[config.mk]
export PLATFORM = sky130hd
export DESIGN_NAME = pic_ctrl
export DESIGN_NICKNAME = d
export VERILOG_FILES = /design/src/rtl/pic_pkg.sv /design/src/rtl/pic_prio_enc.sv /design/src/rtl/pic_ctrl.sv
export SDC_FILE = /design/constraint.sdc
export NUM_CORES = 1
export LEC_CHECK = 0
export CAP_MARGIN = 10
export CORE_UTILIZATION = 50
export CTS_CLUSTER_DIAMETER = 30
export CTS_CLUSTER_SIZE = 20
export DETAILED_ROUTE_END_ITERATION = 7
export PLACE_DENSITY = 0.74
export SLEW_MARGIN = 20
export SYNTH_ARGS = -nofsm -noshare
export SYNTH_HDL_FRONTEND = slang
export SYNTH_SLANG_ARGS = --single-unit
[constraint.sdc]
create_clock -name clk -period 2.82 [get_ports clk]
set_clock_uncertainty 0.05 [all_clocks]
set_input_delay 0.282 -clock clk [delete_from_list [all_inputs] [get_ports clk]]
set_output_delay 0.282 -clock clk [all_outputs]
set_load 0.01 [all_outputs]
[src/rtl/pic_pkg.sv]
// Shared constants and command decode for the pic_ctrl interrupt controller.
package pic_pkg;

  localparam logic [2:0] ADDR_IMR   = 3'd0;
  localparam logic [2:0] ADDR_VBASE = 3'd1;
  localparam logic [2:0] ADDR_ELCR  = 3'd2;
  localparam logic [2:0] ADDR_CMD   = 3'd3;
  localparam logic [2:0] ADDR_ISR   = 3'd4;

  localparam int CMD_NSEOI_BIT = 0;
  localparam int CMD_SEOI_BIT  = 1;

  localparam logic [2:0] SPUR_IDX      = 3'd7;
  localparam logic [7:0] PIC_DEF_VBASE = 8'h08;

  // Decoded view of a command-register write.
  typedef struct packed {
    logic       seoi;
    logic       nseoi;
    logic [2:0] lvl;
  } eoi_cmd_t;

  function automatic eoi_cmd_t decode_cmd(input logic [7:0] d);
    eoi_cmd_t c;
    c.seoi  = d[CMD_SEOI_BIT];
    c.nseoi = d[CMD_NSEOI_BIT];
    c.lvl   = d[6:4];
    return c;
  endfunction

endpackage

[src/rtl/pic_prio_enc.sv]
// Lowest-index-wins priority encoder; idx is 0 when nothing is found.
module pic_prio_enc #(
  parameter int W = 8
) (
  input  logic [W-1:0] req,
  output logic         found,
  output logic [2:0]   idx
);

  // Scan high to low so the lowest set index is the last one written.
  always_comb begin
    found = 1'b0;
    idx   = 3'd0;
    for (int i = W - 1; i >= 0; i--) begin
      if (req[i]) begin
        found = 1'b1;
        idx   = 3'(i);
      end
    end
  end

endmodule

[src/rtl/pic_ctrl.sv]
// Clocked interrupt controller: edge/level capture, masking, fixed priority
// against in-service levels, acknowledge/vector return and EOI retirement.
module pic_ctrl
  import pic_pkg::*;
#(
  parameter int         NUM_IRQ   = 8,
  parameter logic [7:0] DEF_VBASE = PIC_DEF_VBASE
) (
  input  logic               clk,
  input  logic               rst,
  input  logic [NUM_IRQ-1:0] ir,
  input  logic               wr_en,
  input  logic               rd_en,
  input  logic [2:0]         addr,
  input  logic [7:0]         wdata,
  output logic [7:0]         rdata,
  input  logic               inta,
  output logic               int_out,
  output logic [7:0]         vector,
  output logic               vec_valid
);

  logic [NUM_IRQ-1:0] imr, elcr, irr, isr, ir_q;
  logic [4:0]         vbase_hi;

  logic [NUM_IRQ-1:0] prio_ok, elig, edge_set, eoi_clr, ack_set;
  logic [NUM_IRQ-1:0] irr_next, isr_next;
  logic               req_found, isr_found;
  logic [2:0]         req_idx, isr_idx;
  logic               cmd_wr;
  eoi_cmd_t           cmd;
  logic [7:0]         rd_mux;

  assign cmd_wr   = wr_en && (addr == ADDR_CMD);
  assign cmd      = decode_cmd(wdata);
  assign edge_set = ir & ~ir_q;

  // Highest in-service level (lowest set ISR index).
  pic_prio_enc #(.W(NUM_IRQ)) u_isr_enc (
    .req   (isr),
    .found (isr_found),
    .idx   (isr_idx)
  );

  // A request only competes if it outranks every level already in service.
  always_comb begin
    prio_ok = '0;
    for (int i = 0; i < NUM_IRQ; i++)
      prio_ok[i] = !isr_found || (3'(i) < isr_idx);
  end

  assign elig = irr & ~imr & prio_ok;

  // Winner among eligible requests; also drives int_out.
  pic_prio_enc #(.W(NUM_IRQ)) u_req_enc (
    .req   (elig),
    .found (req_found),
    .idx   (req_idx)
  );

  // EOI clear mask and acknowledge set mask; specific EOI beats non-specific.
  always_comb begin
    eoi_clr = '0;
    ack_set = '0;
    for (int i = 0; i < NUM_IRQ; i++) begin
      if (cmd_wr && cmd.seoi)
        eoi_clr[i] = (cmd.lvl == 3'(i));
      else if (cmd_wr && cmd.nseoi)
        eoi_clr[i] = isr_found && (isr_idx == 3'(i));
      ack_set[i] = inta && req_found && (req_idx == 3'(i));
    end
  end

  // Next IRR/ISR: level lines track ir; edge lines keep a same-cycle new edge
  // even when acknowledged; acknowledge set wins over EOI clear.
  always_comb begin
    irr_next = '0;
    for (int i = 0; i < NUM_IRQ; i++)
      irr_next[i] = elcr[i] ? ir[i] : ((irr[i] & ~ack_set[i]) | edge_set[i]);
    isr_next = (isr & ~eoi_clr) | ack_set;
  end

  // Read data selection; unimplemented index bits read as zero.
  always_comb begin
    rd_mux = 8'h00;
    case (addr)
      ADDR_IMR:   rd_mux = 8'(imr);
      ADDR_VBASE: rd_mux = {vbase_hi, 3'b000};
      ADDR_ELCR:  rd_mux = 8'(elcr);
      ADDR_CMD:   rd_mux = 8'(irr);
      ADDR_ISR:   rd_mux = 8'(isr);
      default:    rd_mux = 8'h00;
    endcase
  end

  // State and registered outputs; resolution uses start-of-cycle values so a
  // concurrent register write only shows up next cycle.
  always_ff @(posedge clk) begin
    if (rst) begin
      imr       <= '1;
      vbase_hi  <= DEF_VBASE[7:3];
      elcr      <= '0;
      irr       <= '0;
      isr       <= '0;
      ir_q      <= '0;
      int_out   <= 1'b0;
      vector    <= 8'h00;
      vec_valid <= 1'b0;
      rdata     <= 8'h00;
    end else begin
      ir_q      <= ir;
      irr       <= irr_next;
      isr       <= isr_next;
      int_out   <= req_found;
      vec_valid <= inta;
      if (inta)
        vector <= {vbase_hi, req_found ? req_idx : SPUR_IDX};
      if (rd_en)
        rdata <= rd_mux;
      if (wr_en) begin
        case (addr)
          ADDR_IMR:   imr      <= wdata[NUM_IRQ-1:0];
          ADDR_VBASE: vbase_hi <= wdata[7:3];
          ADDR_ELCR:  elcr     <= wdata[NUM_IRQ-1:0];
          default:    ;
        endcase
      end
    end
  end

endmodule

Word-level counts from Yosys, hierarchy flattened
Cells that the tools add are included.
Widths: inputs -> output; s select.
- order comparisons: 8
- equal/unequal tests: 25
- multiplexer cells: 58
- bitwise gates (word level): 32
- reduce and logical (&&, ||, !) cells: 36
- operators by type and width (cell ; count):
    $mux 3 ; 17
    $mux 1 ; 40
    $pmux 8 s5 ; 1
    $eq 3x3->1 const B ; 13
    $and 8x8->8 ; 4
    $eq 3x2->1 const B ; 8
    $not 8->8 ; 3
    $logic_and 1x1->1 ; 20
    $eq 3x1->1 const B ; 4
    $logic_not 3->1 ; 4
    $lt 3x3->1 const A ; 4
    $and 1x1->1 ; 8
    $logic_or 1x1->1 ; 8
    $not 1->1 ; 8
    $or 1x1->1 ; 8
    $or 8x8->8 ; 1
    $lt 1x3->1 const A ; 2
    $lt 2x3->1 const A ; 2
    $reduce_and 2->1 ; 3
    $logic_not 1->1 ; 1
- register bits: 63
- bits of input ports: 24
- output and inout bits: 18
- word-level logic and storage cells: 169

Logic depth before layout (Yosys ltp)
- depth in word-level cells: 25
- gate-level depth with buffers: 7

Modules after synthesis
Synthesis repeated with hierarchy kept, for this count alone.
- cell total of the unflattened synthesis: 346
- area total of the unflattened synthesis: 3138.0 um2
- modules (own cells, without submodules) (module ; times used ; cells an instance ; area an instance (um2) ; sequential area each (um2)):
    pic_ctrl ; 1 ; 320 ; 2977.9 ; 1261.2
    pic_prio_enc ; 2 ; 13 ; 80.1 ; 0.0

Worst setup path before layout
No wires, ideal clock.
- path type: register to register
- start: reg isr[3]
- end: reg irr[5]
- setup time: 0.117 ns
- arrival time: 2.003 ns
- data required time: 2.653 ns
- path slack: 0.650 ns
- stages on the path, launching flop included: 8
- clock period less this slack: 2.170 ns
- path through: dfxtp_1 buf_6 or4_1 buf_2 o41ai_2 a22oi_2 or2_1 a32o_1
- cells in the longest elaborated chain, start to end: 21
- RTL lines (item ; RTL line ; text):
    from (decl) ; pic_ctrl.sv:23 ; logic [NUM_IRQ-1:0] imr, elcr, irr, isr, ir_q;
    from (signal assigned) ; pic_ctrl.sv:113 ; isr <= isr_next;
    $mux 3 / $mux 1 (equally long branches) (4 in series) ; pic_prio_enc.sv:15 ; if (req[i]) begin
    $lt 3x3->1 / $logic_not 1->1 (equally long branches) ; pic_ctrl.sv:49 ; prio_ok[i] = !isr_found || (3'(i) < isr_idx);
    $logic_or 1x1->1 ; pic_ctrl.sv:49 ;
    $and 8x8->8 (*) ; pic_ctrl.sv:52 ; assign elig = irr & ~imr & prio_ok;
    $mux 3 / $mux 1 (equally long branches) (8 in series) ; pic_prio_enc.sv:15 ;
    $eq 3x3->1 / $logic_and 1x1->1 (equally long branches) ; pic_ctrl.sv:70 ; ack_set[i] = inta && req_found && (req_idx == 3'(i));
    $logic_and 1x1->1 (*) ; pic_ctrl.sv:70 ;
    $not 1->1 (*) ; pic_ctrl.sv:79 ; irr_next[i] = elcr[i] ? ir[i] : ((irr[i] & ~ack_set[i]) | edge_set[i]);
    $and 1x1->1 (*) ; pic_ctrl.sv:79 ;
    $or 1x1->1 (*) ; pic_ctrl.sv:79 ;
    $mux 1 (*) ; pic_ctrl.sv:79 ;
    to (signal assigned) ; pic_ctrl.sv:112 ; irr <= irr_next;
    to (decl) ; pic_ctrl.sv:23 ;
Mark *: on every way between the ends. The rest lies on a longest branch, timed or not.
A chain may end at the register's enable or synchronous reset.

Final worst setup path
Same ends and word-level chain as after synthesis.

==> impl_metrics.json <==
{
  "cts_hold_buf": 0,
  "tightestPinTransition_ns": 0.640,
  "synth.top_cell.area_share": 0.422,
  "cts-root-buf": "clkbuf_8",
  "drt_iter0_drc": 242,
  "slew_viol_final": 0,
  "cp.arrival_ns": 2.52,
  "rsz0062_at_grt": "no",
  "num_rows": 27,
  "grt_first_pass_wirelength_mm": 12.4,
  "path_delay_family": "simple AND/OR/NAND/NOR gates",
  "cp-end-kind": "register",
  "wirelength_mm": 7.93,
  "fin_nets": 399,
  "ant_nets": 0,
  "critPathBufInv": 0,
  "r2r_slack_ns": 0.49,
  "powerDensity_nw_per_um2": 567,
  "fin_tns_setup_ns": 0,
  "synth_top_area_cell": "dfxtp_1",
  "seqCellArea_um2": 1260,
  "clk_path_buf_depth": 2,
  "diodes": 0,
  "synth-seq-area-share": 0.422,
  "period_share": 0.828,
  "p_sw_frac": 0.237,
  "worstPathRequired_ns": 3.01,
  "cp_slowest_stage_delay_ns": 0.68,
  "fp.coreArea_um2": 5640,
  "fmax_mhz": 428,
  "slowest_stage": "or4_1",
  "cts_resized": 0,
  "critPathMaxFanout": 10,
  "grt_pass1_vias": 2453,
  "drc": 0,
  "worst_setup_path_start_kind": "register",
  "syn_to_final_growth_pct": 23.4,
  "clk_pin_slew_ns": 0.07,
  "hold_path_class": "input port to register",
  "grt_antenna_before_repair": 0,
  "fin_total_pwr_mw": 2.09,
  "min_to": "elcr[0]",
  "vias": 2627,
  "dieArea_um2": 6290,
  "post-cts-setup-buffer-count": 0,
  "port_buffers": 41,
  "fin_crit_ns": 2.33,
  "min_from": "rst",
  "async_flop_share": 0,
  "p_sw_uw": 496,
  "crit_type": "register to register",
  "gp_congestion": 0.912,
  "power_frac_seq": 0.459,
  "first_pass_iters": 5,
  "r2r_cells": 5,
  "syn_inst": 337,
  "track_usage": 0.266,
  "insertion_delay_ns": 0.35,
  "avgSynthCellArea_um2": 8.87,
  "cts_made_buffers": 9,
  "ir_drop_uv": 382,
  "fp.dieW_um": 79.3,
  "whs_path_depth": 2,
  "cts_tree": "done",
  "p_comb_frac": 0.114,
  "ios": 42,
  "yosysUniqueCellTypes": 48,
  "synth_area_leaders": "dfxtp_1 (42%), mux2i_1 (10%), nor2_1 (5.1%)",
  "intPower_mw": 1.60,
  "final_common_cell": "dfxtp_1",
  "htreeDepth": 3,
  "overflow": 0,
  "grt_max_degree": 36,
  "maxSlewHeadroom": 0.569,
  "rr_startpoint": "isr[3]",
  "synth_enable_flop_cells": 0,
  "start_util": 0.530,
  "mostFrequentLayoutCells": "dfxtp_1 (63), nor2_1 (41), clkdlybuf4s50_1 (40)",
  "crit_chain": "or4_1 -> nor4_1 -> a22oi_2 -> or2_1 -> a32o_1",
  "drive_gt1_frac": 0.0868,
  "wire_per_inst_um": 17.6,
  "syn_area_um2": 2990,
  "syn_nets": 361,
  "clock-sinks": 63,
  "fillCellCount": 469,
  "finalSetupViolations": 0,
  "hold_violations": 0,
  "fp.dieH_um": 79.3,
  "multi_input_area_um2": 1600,
  "drv_cap": 0,
  "yosysWarnings": 0,
  "clockPowerShare": 0.427,
  "timing.rr.end": "irr[5]",
  "ys_ff_latch": 63,
  "via_per_inst": 5.81,
  "cellLeakagePower_nw": 1.39,
  "hpwlAfterDp_mm": 5.63,
  "synth-main-ff-cell": "dfxtp_1",
  "status": "completed"
}
==> cell usage after synthesis, drive strengths merged (3+ instances only) <==
library cell,n
a32o,5
nor2b,21
o211ai,9
or3b,3
a211o,5
a2bb2oi,3
nand3,4
o221ai,4
a21oi,16
nand2,19
nor3,3
clkbuf,14
nand3b,3
nor2,41
o2bb2ai,3
dfxtp,63
inv,10
buf,8
nor3b,5
o311ai,3
nand2b,19
mux2i,31
o21ai,16
==> state kept, by name (all words and copies together) (netlist names) <==
signal	count
elcr	8
imr	8
int_out	1
ir_q	8
irr	8
isr	8
rdata	8
vbase_hi	5
vec_valid	1
vector	8
==> per-stage QoR <==
stage	instance area, um^2	setup slack [ns]	utilization	cells	hold WS (ns)
floorplan	2990	0.650	-	337	0.315
global placement	3470	0.551	0.614	436	0.408
detailed placement	3470	0.505	0.614	436	0.411
CTS	3690	0.480	0.654	452	0.321
global route	3690	0.355	0.654	452	0.363
finish	3690	0.485	0.654	452	0.326
==> power by group through the flow <==
stage / sequential [mW] / clock, mW / combinational (mW)
3_3_place_gp: 0.979 / 0 / 0.235
6_report: 0.960 / 0.894 / 0.237
5_1_grt: 0.965 / 0.939 / 0.257
4_1_cts: 0.960 / 0.898 / 0.237
2_1_floorplan: 0.974 / 0 / 0.132
3_5_place_dp: 0.980 / 0 / 0.235
==> layout make-up <==
| class | count | share of cell area |
|---|---|---|
| Clock buffer | 13 | 0.0431 |
| Tap cell | 72 | 0.0244 |
| Inverter | 10 | 0.0102 |
| Sequential cell | 63 | 0.342 |
| Clock inverter | 3 | 0.0176 |
| Multi-Input combinational cell | 242 | 0.433 |
| Timing Repair Buffer | 49 | 0.130 |
==> worst max path at each step <==
| stage | start | to | slack [ns] | cells after the start |
|---|---|---|---|---|
| 6_report | isr[3] | irr[5] | 0.49 | 5 |
| 3_5_place_dp | isr[3] | irr[5] | 0.50 | 5 |
| 3_3_place_gp | isr[3] | irr[5] | 0.55 | 5 |
| 5_1_grt | isr[3] | irr[5] | 0.35 | 5 |
| 4_1_cts | isr[3] | irr[5] | 0.48 | 5 |
| 2_1_floorplan | isr[3] | irr[5] | 0.65 | 7 |
==> per-layer routing <==
layer	wire, um	share of wire	global-route usage	vias up
met5	0	0	0	-
met4	206	0.026	0.145	0
met3	446	0.056	0.0448	15
met2	3570	0.45	0.406	92
met1	3710	0.47	0.355	1240
li1	-	-	-	1280
==> cells by family after synthesis <==
kind of cell	share of synthesized area
AOI/OAI and AO/OA	0.181
buffers and inverters	0.0435
DFF	0.422
muxes	0.111
and+or+nand+nor	0.242
(Power assumes the default switching activity.)
